===== src/rtl/sum_match_pkg.sv =====
// sum_match_pkg
//   Shared definitions for the sum-match scanner: the scan FSM state
//   encoding and the default key width / table depth.
package sum_match_pkg;

  typedef enum logic [1:0] {
    IDLE = 2'd0,
    SCAN = 2'd1,
    RESP = 2'd2
  } state_t;

  localparam int W_DEFAULT = 4;
  localparam int N_DEFAULT = 8;

endpackage


===== src/rtl/sum_eq_compare.sv =====
// sum_eq_compare
//   Combinational test of K == (A + B) mod 2^W without forming the sum.
//   For each bit, the carry that K would need out of that position
//   (creq) is derived from a, b and k alone; K matches when every sum
//   bit a^b^k agrees with the carry required from the position below.
// Ports:
//   a, b : W-bit operands
//   k    : W-bit candidate key
//   eq   : 1 when k equals the wrapped sum of a and b
module sum_eq_compare #(
  parameter int W = 4
) (
  input  logic [W-1:0] a,
  input  logic [W-1:0] b,
  input  logic [W-1:0] k,
  output logic         eq
);

  logic [W-1:0] creq;
  logic [W-1:0] cin;

  assign creq = ((a ^ b) & ~k) | (a & b);
  // Carry into bit 0 is zero; the top carry-out falls off (wrap-around).
  assign cin  = creq << 1'b1;
  assign eq   = ((a ^ b ^ k) == cin);

endmodule


===== src/rtl/sum_match_scanner.sv =====
// sum_match_scanner
//   Holds N keys with valid bits and answers lookups of the form
//   "which lowest valid entry equals (A + B) mod 2^W". One entry is
//   checked per cycle through a single shared comparator.
//   Optional feature: define SUM_MATCH_EARLY_EXIT_EN to leave the scan on
//   the first hit; otherwise every lookup scans all N entries.
// Ports:
//   clk, rst            : clock, synchronous active-high reset
//   wr_en/wr_idx/wr_key : table write (sets the entry's valid bit)
//   clr_all             : invalidate all entries (beats a same-cycle write)
//   req_valid/req_ready : request handshake, operands req_a / req_b
//   rsp_valid/rsp_ready : response handshake, result rsp_hit / rsp_idx
module sum_match_scanner
  import sum_match_pkg::*;
#(
  parameter int W  = W_DEFAULT,
  parameter int N  = N_DEFAULT,
  parameter int IW = $clog2(N)
) (
  input  logic          clk,
  input  logic          rst,
  input  logic          wr_en,
  input  logic [IW-1:0] wr_idx,
  input  logic [W-1:0]  wr_key,
  input  logic          clr_all,
  input  logic          req_valid,
  output logic          req_ready,
  input  logic [W-1:0]  req_a,
  input  logic [W-1:0]  req_b,
  output logic          rsp_valid,
  input  logic          rsp_ready,
  output logic          rsp_hit,
  output logic [IW-1:0] rsp_idx
);

`ifdef SUM_MATCH_EARLY_EXIT_EN
  localparam bit EARLY_EXIT = 1'b1;
`else
  localparam bit EARLY_EXIT = 1'b0;
`endif

  localparam logic [IW-1:0] LAST_IDX = IW'(N - 1);
  localparam logic [IW-1:0] IDX_ONE  = {{(IW-1){1'b0}}, 1'b1};

  state_t        state;
  state_t        state_next;
  logic [W-1:0]  keys [N];
  logic [N-1:0]  valid;
  logic [W-1:0]  op_a;
  logic [W-1:0]  op_b;
  logic [IW-1:0] scan_idx;
  logic          hit;
  logic [IW-1:0] found_idx;
  logic          eq;
  logic          match;
  logic          accept;

  // Requests are taken only while req_ready is shown, so the cycle just
  // after reset (req_ready low, state IDLE) cannot accept.
  assign accept = req_valid & req_ready;

  sum_eq_compare #(.W(W)) u_cmp (
    .a  (op_a),
    .b  (op_b),
    .k  (keys[scan_idx]),
    .eq (eq)
  );

  assign match = eq & valid[scan_idx];

  // FSM state register.
  always_ff @(posedge clk) begin
    if (rst) begin
      state <= IDLE;
    end else begin
      state <= state_next;
    end
  end

  // FSM next-state logic.
  always_comb begin
    state_next = state;
    case (state)
      IDLE: begin
        if (accept) begin
          state_next = SCAN;
        end else begin
          state_next = IDLE;
        end
      end
      SCAN: begin
        if ((scan_idx == LAST_IDX) || (EARLY_EXIT && match)) begin
          state_next = RESP;
        end else begin
          state_next = SCAN;
        end
      end
      RESP: begin
        if (rsp_ready) begin
          state_next = IDLE;
        end else begin
          state_next = RESP;
        end
      end
      default: state_next = IDLE;
    endcase
  end

  // FSM outputs decoded from the registered state.
  always_comb begin
    rsp_valid = 1'b0;
    case (state)
      RESP:    rsp_valid = 1'b1;
      default: rsp_valid = 1'b0;
    endcase
  end

  // req_ready is registered from the next state so it is low while in reset.
  always_ff @(posedge clk) begin
    if (rst) begin
      req_ready <= 1'b0;
    end else begin
      req_ready <= (state_next == IDLE);
    end
  end

  // Operand latch, scan pointer and first-hit capture.
  always_ff @(posedge clk) begin
    if (rst) begin
      op_a      <= {W{1'b0}};
      op_b      <= {W{1'b0}};
      scan_idx  <= {IW{1'b0}};
      hit       <= 1'b0;
      found_idx <= {IW{1'b0}};
    end else if (accept) begin
      op_a      <= req_a;
      op_b      <= req_b;
      scan_idx  <= {IW{1'b0}};
      hit       <= 1'b0;
      found_idx <= {IW{1'b0}};
    end else if (state == SCAN) begin
      scan_idx <= scan_idx + IDX_ONE;
      // Scan runs low to high, so the first hit is the lowest index.
      if (match && !hit) begin
        hit       <= 1'b1;
        found_idx <= scan_idx;
      end else begin
        hit       <= hit;
        found_idx <= found_idx;
      end
    end else begin
      scan_idx <= scan_idx;
    end
  end

  // Key table and valid bits; clr_all takes priority over a write.
  always_ff @(posedge clk) begin
    if (rst) begin
      valid <= {N{1'b0}};
      for (int i = 0; i < N; i++) begin
        keys[i] <= {W{1'b0}};
      end
    end else if (clr_all) begin
      valid <= {N{1'b0}};
    end else if (wr_en) begin
      keys[wr_idx]  <= wr_key;
      valid[wr_idx] <= 1'b1;
    end else begin
      valid <= valid;
    end
  end

  assign rsp_hit = hit;
  assign rsp_idx = found_idx;

endmodule


===== config.mk =====
export PLATFORM = sky130hd
export DESIGN_NAME = sum_match_scanner
export DESIGN_NICKNAME = d
export VERILOG_FILES = /design/src/rtl/sum_match_pkg.sv /design/src/rtl/sum_eq_compare.sv /design/src/rtl/sum_match_scanner.sv
export SDC_FILE = /design/constraint.sdc
export NUM_CORES = 1
export LEC_CHECK = 0
export BUFFER_PORTS_ARGS = -buffer_cell sky130_fd_sc_hd__buf_2
export CAP_MARGIN = 20
export CORE_MARGIN = 10
export CORE_UTILIZATION = 58
export CTS_BUF_LIST = sky130_fd_sc_hd__clkbuf_16
export DETAILED_ROUTE_END_ITERATION = 12
export GPL_TIMING_DRIVEN = 0
export PLACE_DENSITY = 0.78
export SLEW_MARGIN = 20
export SYNTH_ARGS = -nofsm -noshare
export SYNTH_HDL_FRONTEND = slang
export SYNTH_HIERARCHICAL = 1
export SYNTH_SLANG_ARGS = --single-unit

===== constraint.sdc =====
create_clock -name clk -period 4 [get_ports clk]
set_clock_uncertainty 0.1 [all_clocks]
set_input_delay 0.6 -clock clk [delete_from_list [all_inputs] [get_ports clk]]
set_output_delay 0.6 -clock clk [all_outputs]
set_load 0.01 [all_outputs]

==> results.md, run 1 <==
- Post-synth EDFFs: 32
- Initial Utilization: 0.601
- Final period util: 0.842
- Clock slew seen by the registers of the worst setup and hold paths: 0.05 ns
- Max Freq: 297 MHz
- Root buf cell: clkbuf_16
- Rel. slew slack: 0.679
- Grt met1 use: 0.180
- Area growth syn-to-layout: 16.0%
- Routed vias: 1,838
- Placer Congestion: 0.815
- Die ar.: 8130 um2
- Initial antenna violation count: 0
- Drt wl/cell: 16.4 um
- Post-synth ARST share: 0
- Top-count cell post-synth: and2_1
- GR Util met3: 0.0549
- Post-synthesis cell area: 2860 um2
- Post-synth top flop: edfxtp_1
- Die Y: 90.2 um
- Worst hold path endpoint: valid[2]
- First-pass GRT wire length: 9490 um
- Rows: 25
- ANT nets after route: 0
- Layout cells sized above 1: 0.227
- Unique masters post-synth: 41
- H-tree levels: 3
- CP required: 4.14 ns
- Pleak: 1.33 nW
- Register Area: 1540 um2
- CP top delay family: multiplexers
- Commonest cells in the netlist: and2_1, edfxtp_1, dfxtp_1
- Final worst setup slack: 0.632 ns
- CP cell instances: buf_2 -> mux4_2 -> mux2_2 -> inv_1 -> fa_1 -> xor2_1 -> nand3_1 -> nor2_1 -> nand3b_4 -> nor4b_2 -> mux2i_1
- Clock Latency Late Sink: 0.32 ns
- Outcome: completed
- Met2 Track Usage GR: 0.228
- Hold depth: 1
- Slowest cell on the critical path: mux4_2
- Synthesized area per cell: 12.3 um2
- Worst reg-to-reg setup slack: 0.63 ns
- Setup TNS: 0 ns
- DP Worst Slack: 0.614 ns
- Critical Path End Type: flop
- Max incr delay on CP: 0.56 ns
- CTS buffer count: 9
- Worst hold path class: flop to flop
- Fin Hold WS: 0.374 ns
- CP arrival: 3.51 ns
- Clk sinks: 61
- Num ports: 27
- Grt total ovfl: 0
- Unrepaired setup endpoints after global routing: false
- Maximum vdd ir drop: 0.334 mV
- Seq cells post-synth: 61
- PD cells: 441 nW/um2
- Buf/Inv on CP: 2
- Min cycle time layout: 3.37 ns
- CTS Hold Bufs: 0
- Deepest clock path buffer count: 2
- HPWL Detailed: 4110 um
- Area of the multi-input gates: 1250 um2
- Synth Net Count: 259
- Ys Warns: 6
- Startpoint types: flop
- Synth top area share: 0.337
- Vias in the first global route: 1,948
- IO Port Bufs: 25
- Worst r2r dst: rsp_idx[1]
- DR vias/cell: 5.41
- Worst Max-Slew Pin Slew: 0.482 ns
- Pins over their slew limit: 0
- N_diodes: 0
- CTS tree: built
- Final WL: 5580 um
- # DRC: 0
- First-pass DRT Iterations: 4
- Fillers: 351
- Post-synth top area cell: edfxtp_1
- Largest net degree at the start of global routing: 11
- Worst-path fanout max: 8
- Final hold violations: 0
- Core area: 4750 um2
- DIE WIDTH: 90.2 um
- Final setup fails: 0
- Hold_sp: valid[2]
- Post-synthesis sequential area ratio: 0.540
- Number of nets in the layout: 295
- R2R cell count: 11
- Global Route Usage Sum: 0.149
- Gr busiest metal: met2
- Critical path type: flop to flop
- Resize count post-CTS: 0
- Gate count of the mapped netlist: 233
- Maxcap violations: 0
- Initial detailed-routing violation count: 158
- # Post-CTS Setup Buffers: 0
- Synth top area cells: edfxtp_1, dfxtp_1, mux4_2, and2_1, nand2_1
[power by group]
part           internal [mW]  switching (mW)
combinational         0.0535          0.0618
sequential             0.687          0.0123
clock                  0.402           0.245
total                   1.14           0.319
[worst register-to-register path, cell delays in order (launching register included)]
cell and delay (ns):
dfxtp_1 0.30, buf_2 0.27, mux4_2 0.56, mux2_2 0.27, inv_1 0.08, fa_1 0.43, xor2_1 0.17, nand3_1 0.10
nor2_1 0.28, nand3b_4 0.13, nor4b_2 0.36, mux2i_1 0.24
[how the worst max path moves through the flow]
stage	start	end	cells past startpoint
after floorplan	flop	rsp_idx[1]	11
after global placement	flop	rsp_idx[1]	11
after detailed placement	flop	rsp_idx[1]	11
after CTS	flop	rsp_idx[1]	11
after global routing	flop	rsp_idx[1]	11
final	flop	rsp_idx[1]	11
[layout make-up]
type | count | area share
Multi-Input combinational cell | 159 | 0.377
Buffer | 10 | 0.0166
Inverter | 3 | 0.00340
Clock buffer | 9 | 0.0680
Tap cell | 67 | 0.0253
Timing Repair Buffer | 25 | 0.0378
Sequential cell | 61 | 0.465
Clock inverter | 6 | 0.00718
[registers in the layout, summed over array words and instances, names as in the netlist, named ones only]
name / count
keys: 32
valid: 8
op_a: 4
op_b: 4
rsp_idx: 3
scan_idx: 3
state: 2
req_ready: 1
rsp_hit: 1
[layer usage]
metal / up-vias / share of wire / routed length (um)
met4: 0 / 0.023 / 126
met3: 10 / 0.051 / 286
li1: 904 / - / -
met1: 885 / 0.44 / 2470
met5: - / 0 / 0
met2: 39 / 0.48 / 2700
[through the flow]
step	cells	power, mW	instance area (um2)	utilization
after detailed placement	325	0.827	3060	0.644
after global routing	340	1.52	3310	0.697
after floorplan	233	0.788	2860	-
after CTS	340	1.47	3310	0.697
after global placement	325	0.823	3060	0.644
final	340	1.46	3310	0.697
[cell families after synthesis]
group	after synthesis	synth area share
AND/OR/NAND/NOR	97	0.200
buffers and inverters	13	0.0232
AO/OA/AOI/OAI	29	0.0657
XOR/XNOR	6	0.0184
multiplexers	22	0.123
adder cells (fa/ha/maj)	5	0.0298
flip-flops	61	0.540
[cells in the final DEF (no fill, tap or decap), drive strengths merged, types with 3 or more instances in the layout]
| cell | Yosys | layout |
|---|---|---|
| or2 | 8 | 8 |
| xnor2 | 3 | 3 |
| xor2 | 3 | 3 |
| edfxtp | 32 | 32 |
| mux2 | 5 | 5 |
| mux4 | 10 | 10 |
| a21oi | 11 | 11 |
| nor3 | 10 | 10 |
| clkinv | 0 | 4 |
| mux2i | 7 | 7 |
| buf | 6 | 31 |
| dfxtp | 29 | 29 |
| nor2 | 10 | 10 |
| and2 | 34 | 34 |
| a21o | 8 | 8 |
| nand3b | 3 | 3 |
| fa | 3 | 3 |
| clkbuf | 4 | 13 |
| inv | 3 | 5 |
| nand2 | 21 | 21 |
| nor2b | 3 | 3 |
| o21ai | 3 | 3 |
Note: power is estimated with default switching activity, not from simulation.
==> inputs of run 2 (changes only) <==
==> constraint.sdc (replaced) <==
create_clock -name clk -period 3.2 [get_ports clk]
set_clock_uncertainty 0.1 [all_clocks]
set_input_delay 0.48 -clock clk [delete_from_list [all_inputs] [get_ports clk]]
set_output_delay 0.48 -clock clk [all_outputs]
set_load 0.01 [all_outputs]
==> run 2 against run 1 <==
Compared with the run above: die area is the same; first-iteration DRC count shrank 9.5%; sequential power grew 25%; global-route usage grew 0.16 points; hold slack lost 0.085 ns; combinational power grew 37%; clock-buffer cell count is the same.
==> results.md, run 2 (synthesis gave the netlist of run 1 again) <==
- Outcome: completed
- Final worst setup slack: 0.191 ns
- Drt wl/cell: 16.6 um
- Top flop regs: keys: 32 flops, valid: 8 flops
- Pint: 1.44 mW
- Worst hold path class: input port to flop
- Unrepaired setup endpoints after global routing: false
- Largest net degree at the start of global routing: 11
- Rows: 25
- Placer Congestion: 0.815
- Routed vias: 1,850
- Post-layout util: 0.709
- Die Y: 90.2 um
- Core area: 4750 um2
- First-pass GRT wire length: 9570 um
- Pleak: 1.37 nW
- Initial detailed-routing violation count: 143
- Largest register FFs: 32
- Slowest cell on the critical path: mux4_2
- Number of nets in the layout: 298
- Clock share of power: 0.439
- DR vias/cell: 5.39
- Register Area: 1540 um2
- Largest Register: keys
- Critical path type: flop to flop
- CTS tree: built
- # DRC: 0
- Final non-filler cell total: 343
- Final period util: 0.940
- Final hold violations: 0
- Comb pwr share: 0.086
- Die ar.: 8130 um2
- Initial Utilization: 0.601
- Most common cell after layout, fill and taps aside: and2_1
- Root buf cell: clkbuf_16
- Clock slew seen by the registers of the worst setup and hold paths: 0.05 ns
- Clock Latency Late Sink: 0.32 ns
- N_diodes: 0
- PD cells: 546 nW/um2
- CTS buffer count: 9
- H-tree levels: 3
- Num ports: 27
- Layout cells sized above 1: 0.254
- Deepest clock path buffer count: 2
- Area growth syn-to-layout: 18.1%
- IO Port Bufs: 25
- Worst-path fanout max: 8
- CP required: 3.34 ns
- DP Worst Slack: -0.186 ns
- Global Route Usage Sum: 0.151
- HPWL Detailed: 4110 um
- Clk sinks: 61
- Rel. slew slack: 0.534
- CP cell instances: buf_6 -> mux4_2 -> mux2_4 -> inv_2 -> fa_1 -> xor2_1 -> nand3_1 -> nor2_4 -> nand3b_4 -> nor4b_4 -> mux2i_1
- Pins over their slew limit: 0
- Max Freq: 332 MHz
- Final WL: 5680 um
- Final setup fails: 0
- Sw Share: 0.220
- ANT nets after route: 0
- Maxcap violations: 0
- Sequential power share: 0.475
- Placed cells: 325
- Area of the multi-input gates: 1270 um2
- Startpoint types: flop
- Max incr delay on CP: 0.52 ns
- Most frequent cells in the layout: and2_1, edfxtp_1, dfxtp_1
- Worst Max-Slew Pin Slew: 0.697 ns
- Critical Path End Type: flop
- CP arrival: 3.15 ns
- Maximum vdd ir drop: 0.417 mV
- Fillers: 344
- First-pass DRT Iterations: 6
- DIE WIDTH: 90.2 um
- Grt total ovfl: 0
- Psw: 0.406 mW
- Vias in the first global route: 1,962
- Min cycle time layout: 3.01 ns
- Initial antenna violation count: 0
-- run 2: changes by cell type in the layout (fill, tap and decap cells not counted), moves of 2 or more --
| cell | previous run | this run |
|---|---|---|
| inv_2 | 0 | 2 |
| inv_1 | 5 | 3 |
| mux2_4 | 0 | 2 |
| buf_4 | 2 | 6 |
| mux2_2 | 5 | 3 |
-- run 2: worst max-delay path: cells and delay by family, from the launching register on --
family,cells,cell delay (ns)
mux,3,1.03
simple gates,4,0.71
fa+ha+maj,1,0.42
flops,1,0.32
buf+inv,2,0.20
xor+xnor,1,0.15
-- run 2: worst paths after layout --
kind | start | cells past startpoint | end | slack, ns
worst max-delay path | flop | 11 | rsp_idx[1] | 0.19
worst min-delay path | req_b[1] | 3 | op_b[1] | 0.29
worst max register to register | flop | 11 | rsp_idx[1] | 0.19
worst min register to register | valid[2] | 1 | valid[2] | 0.38
-- run 2: layout make-up --
type | instances | share of cell area
plain buffers | 9 | 0.0171
clock buffers | 9 | 0.0668
clock inverters | 6 | 0.00705
inverters | 3 | 0.00334
multi-input cells | 159 | 0.377
flip-flops and latches | 61 | 0.458
well taps | 67 | 0.0249
repair buffers | 29 | 0.0460
-- run 2: per-layer routing --
layer	global-route usage	routed length, um
met1	0.182	2500
met2	0.232	2760
met3	0.0549	304
met4	0.0769	123
met5	0	0
-- run 2: metrics by stage --
| step | hold slack, ns | cell area (um2) | power (mW) | TNS (ns) |
|---|---|---|---|---|
| global route | 0.303 | 3370 | 1.91 | 0 |
| global placement | 0.346 | 3060 | 1.03 | -0.152 |
| finish | 0.289 | 3370 | 1.84 | 0 |
| floorplan | 0.336 | 2860 | 0.985 | 0 |
| detailed placement | 0.361 | 3060 | 1.03 | -0.403 |
| CTS | 0.290 | 3330 | 1.84 | 0 |
-- run 2: power by group through the flow --
stage / clock (mW) / sequential [mW] / combinational, mW
detailed placement: 0 / 0.889 / 0.145
CTS: 0.818 / 0.875 / 0.151
finish: 0.809 / 0.875 / 0.158
floorplan: 0 / 0.883 / 0.102
global placement: 0 / 0.887 / 0.141
global route: 0.860 / 0.878 / 0.175
-- run 2: timing repair --
| action | in CTS | in global routing |
|---|---|---|
| endpoints found under the setup margin | 4 | 4 |
| hold buffers | 0 | 0 |
| buffers inserted | 0 | 4 |
| gates resized for setup | 4 | 6 |
| pin swaps | 0 | 8 |
==> inputs of run 3 (changes only) <==
--- a/config.mk
+++ b/config.mk
@@ -8,11 +8,9 @@
 export BUFFER_PORTS_ARGS = -buffer_cell sky130_fd_sc_hd__buf_2
 export CAP_MARGIN = 20
 export CORE_MARGIN = 10
-export CORE_UTILIZATION = 58
-export CTS_BUF_LIST = sky130_fd_sc_hd__clkbuf_16
+export CORE_UTILIZATION = 53
 export DETAILED_ROUTE_END_ITERATION = 12
-export GPL_TIMING_DRIVEN = 0
-export PLACE_DENSITY = 0.78
+export PLACE_DENSITY = 0.75
 export SLEW_MARGIN = 20
 export SYNTH_ARGS = -nofsm -noshare
 export SYNTH_HDL_FRONTEND = slang
==> constraint.sdc (replaced) <==
create_clock -name clk -period 2.7 [get_ports clk]
set_clock_uncertainty 0.1 [all_clocks]
set_input_delay 0.405 -clock clk [delete_from_list [all_inputs] [get_ports clk]]
set_output_delay 0.405 -clock clk [all_outputs]
set_load 0.01 [all_outputs]
==> run 3 against run 2 <==
Compared with the run above: the flow now finishes with violations (setup timing); sequential power up 19%; first-iteration DRC count is 24% lower; design area decreased by 0.48%; sequential share of layout area grew 0.22 points; total power is 6.5% higher; core utilization decreased by 6.0 points; sequential cell count stayed put; non-clock buffer count decreased by 1; clock power down 8.8%; critical path type unchanged; highest routed layer unchanged.
==> results.md, run 3 (synthesis gave the netlist of run 1 again) <==
- Outcome: finished, violations left
- Failing checks: setup timing
- Critical Path End Type: flop
- Routed vias: 1,821
- IO Port Bufs: 26
- Maximum vdd ir drop: 0.344 mV
- Largest net degree at the start of global routing: 27
- Initial Utilization: 0.552
- CTS buffer count: 9
- Sw Share: 0.229
- Layout cells sized above 1: 0.279
- Grt total ovfl: 0
- Clock slew seen by the registers of the worst setup and hold paths: 0.07 ns
- ANT nets after route: 0
- Deepest clock path buffer count: 2
- Final period util: 1.10
- CTS tree: built
- Worst-path fanout max: 6
- CTS Hold Bufs: 0
- Pleak: 1.35 nW
- Root buf cell: clkbuf_8
- DP Worst Slack: -0.295 ns
- Final setup fails: 4
- Final WL: 5700 um
- Pins over their slew limit: 0
- PD cells: 584 nW/um2
- DIE WIDTH: 93.4 um
- First-pass GRT wire length: 9660 um
- First-pass DRT Iterations: 4
- Psw: 0.448 mW
- Num ports: 27
- Startpoint types: flop
- Sequential power share: 0.532
- Unrepaired setup endpoints after global routing: true
- Worst hold path class: input port to flop
- Rows: 26
- Critical path type: flop to flop
- Final worst setup slack: -0.271 ns
- Initial detailed-routing violation count: 108
- DR vias/cell: 5.26
- Post-layout util: 0.649
- HPWL Detailed: 4280 um
- Largest Register: keys
- Worst Max-Slew Pin Slew: 0.697 ns
- Maxcap violations: 0
- Pint: 1.51 mW
- Most common cell after layout, fill and taps aside: and2_1
- Vias in the first global route: 1,957
- Final hold violations: 0
- CP arrival: 3.15 ns
- Clock share of power: 0.376
- Die ar.: 8720 um2
- Max Freq: 337 MHz
- Drt wl/cell: 16.5 um
- Comb pwr share: 0.092
- Die Y: 93.4 um
- Initial antenna violation count: 0
- Area growth syn-to-layout: 17.5%
- Most frequent cells in the layout: and2_1, edfxtp_1, dfxtp_1
- Top flop regs: keys: 32 flops, valid: 8 flops
- Rel. slew slack: 0.534
- H-tree levels: 3
- Clock Latency Late Sink: 0.33 ns
- CP required: 2.88 ns
- Largest register FFs: 32
- N_diodes: 0
- Min cycle time layout: 2.97 ns
- Core area: 5170 um2
- Placer Congestion: 0.827
- Number of nets in the layout: 297
- # DRC: 0
- Global Route Usage Sum: 0.145
- Clk sinks: 61
run 3: through the flow:
step	hold slack, ns	setup TNS (ns)	cell area [um2]	cells	power (mW)
floorplan	0.336	-0.142	2870	233	1.17
global placement	0.354	-0.555	3090	326	1.23
detailed placement	0.352	-0.922	3090	326	1.23
CTS	0.190	-0.786	3340	345	1.98
global route	0.204	-1.67	3350	346	2.04
finish	0.203	-0.892	3350	346	1.96
run 3: timing repair:
item,CTS,global route
setup buffers,3,1
pin swaps,4,3
gates cloned,0,0
endpoints found under the setup margin,4,4
gates resized for setup,8,2
endpoints found under the hold margin,0,0
run 3: critical path: stages, from the launching register on:
cell	delay, ns
dfxtp_2	0.34
buf_12	0.12
mux4_2	0.49
mux2_4	0.27
inv_2	0.06
fa_1	0.42
xor2_1	0.17
nand3_1	0.14
nor2_4	0.16
nand3b_4	0.12
nor4b_4	0.30
buf_4	0.15
o21a_1	0.09
run 3: power by group through the flow:
| stage | Sequential, mW | Combinational [mW] | Clock [mW] |
|---|---|---|---|
| floorplan | 1.05 | 0.125 | 0 |
| global placement | 1.06 | 0.166 | 0 |
| detailed placement | 1.06 | 0.170 | 0 |
| CTS | 1.04 | 0.180 | 0.752 |
| global route | 1.05 | 0.200 | 0.794 |
| finish | 1.04 | 0.180 | 0.738 |
run 3: worst paths after layout:
path                            startpoint  slack [ns]         end  cells past startpoint
worst min register to register  rsp_idx[1]        0.37  rsp_idx[1]                      2
worst min-delay path              req_a[2]        0.20     op_a[2]                      3
worst max-delay path                  flop       -0.27     rsp_hit                     12
worst max register to register        flop       -0.27     rsp_hit                     12
run 3: cell type report:
cell class	count	area [um2]
flip-flops and latches	61	1540
clock buffers	15	176
clock inverters	1	5.00
fillers	393	1820
repair buffers	37	241
inverters	3	11.3
multi-input cells	159	1290
well taps	70	87.6
run 3: per-layer routing:
| metal | vias up | GRT usage | share of wire |
|---|---|---|---|
| li1 | 903 | - | - |
| met1 | 870 | 0.182 | 0.46 |
| met2 | 39 | 0.226 | 0.48 |
| met3 | 9 | 0.0368 | 0.041 |
| met4 | 0 | 0.0758 | 0.019 |
| met5 | - | 0 | 0 |
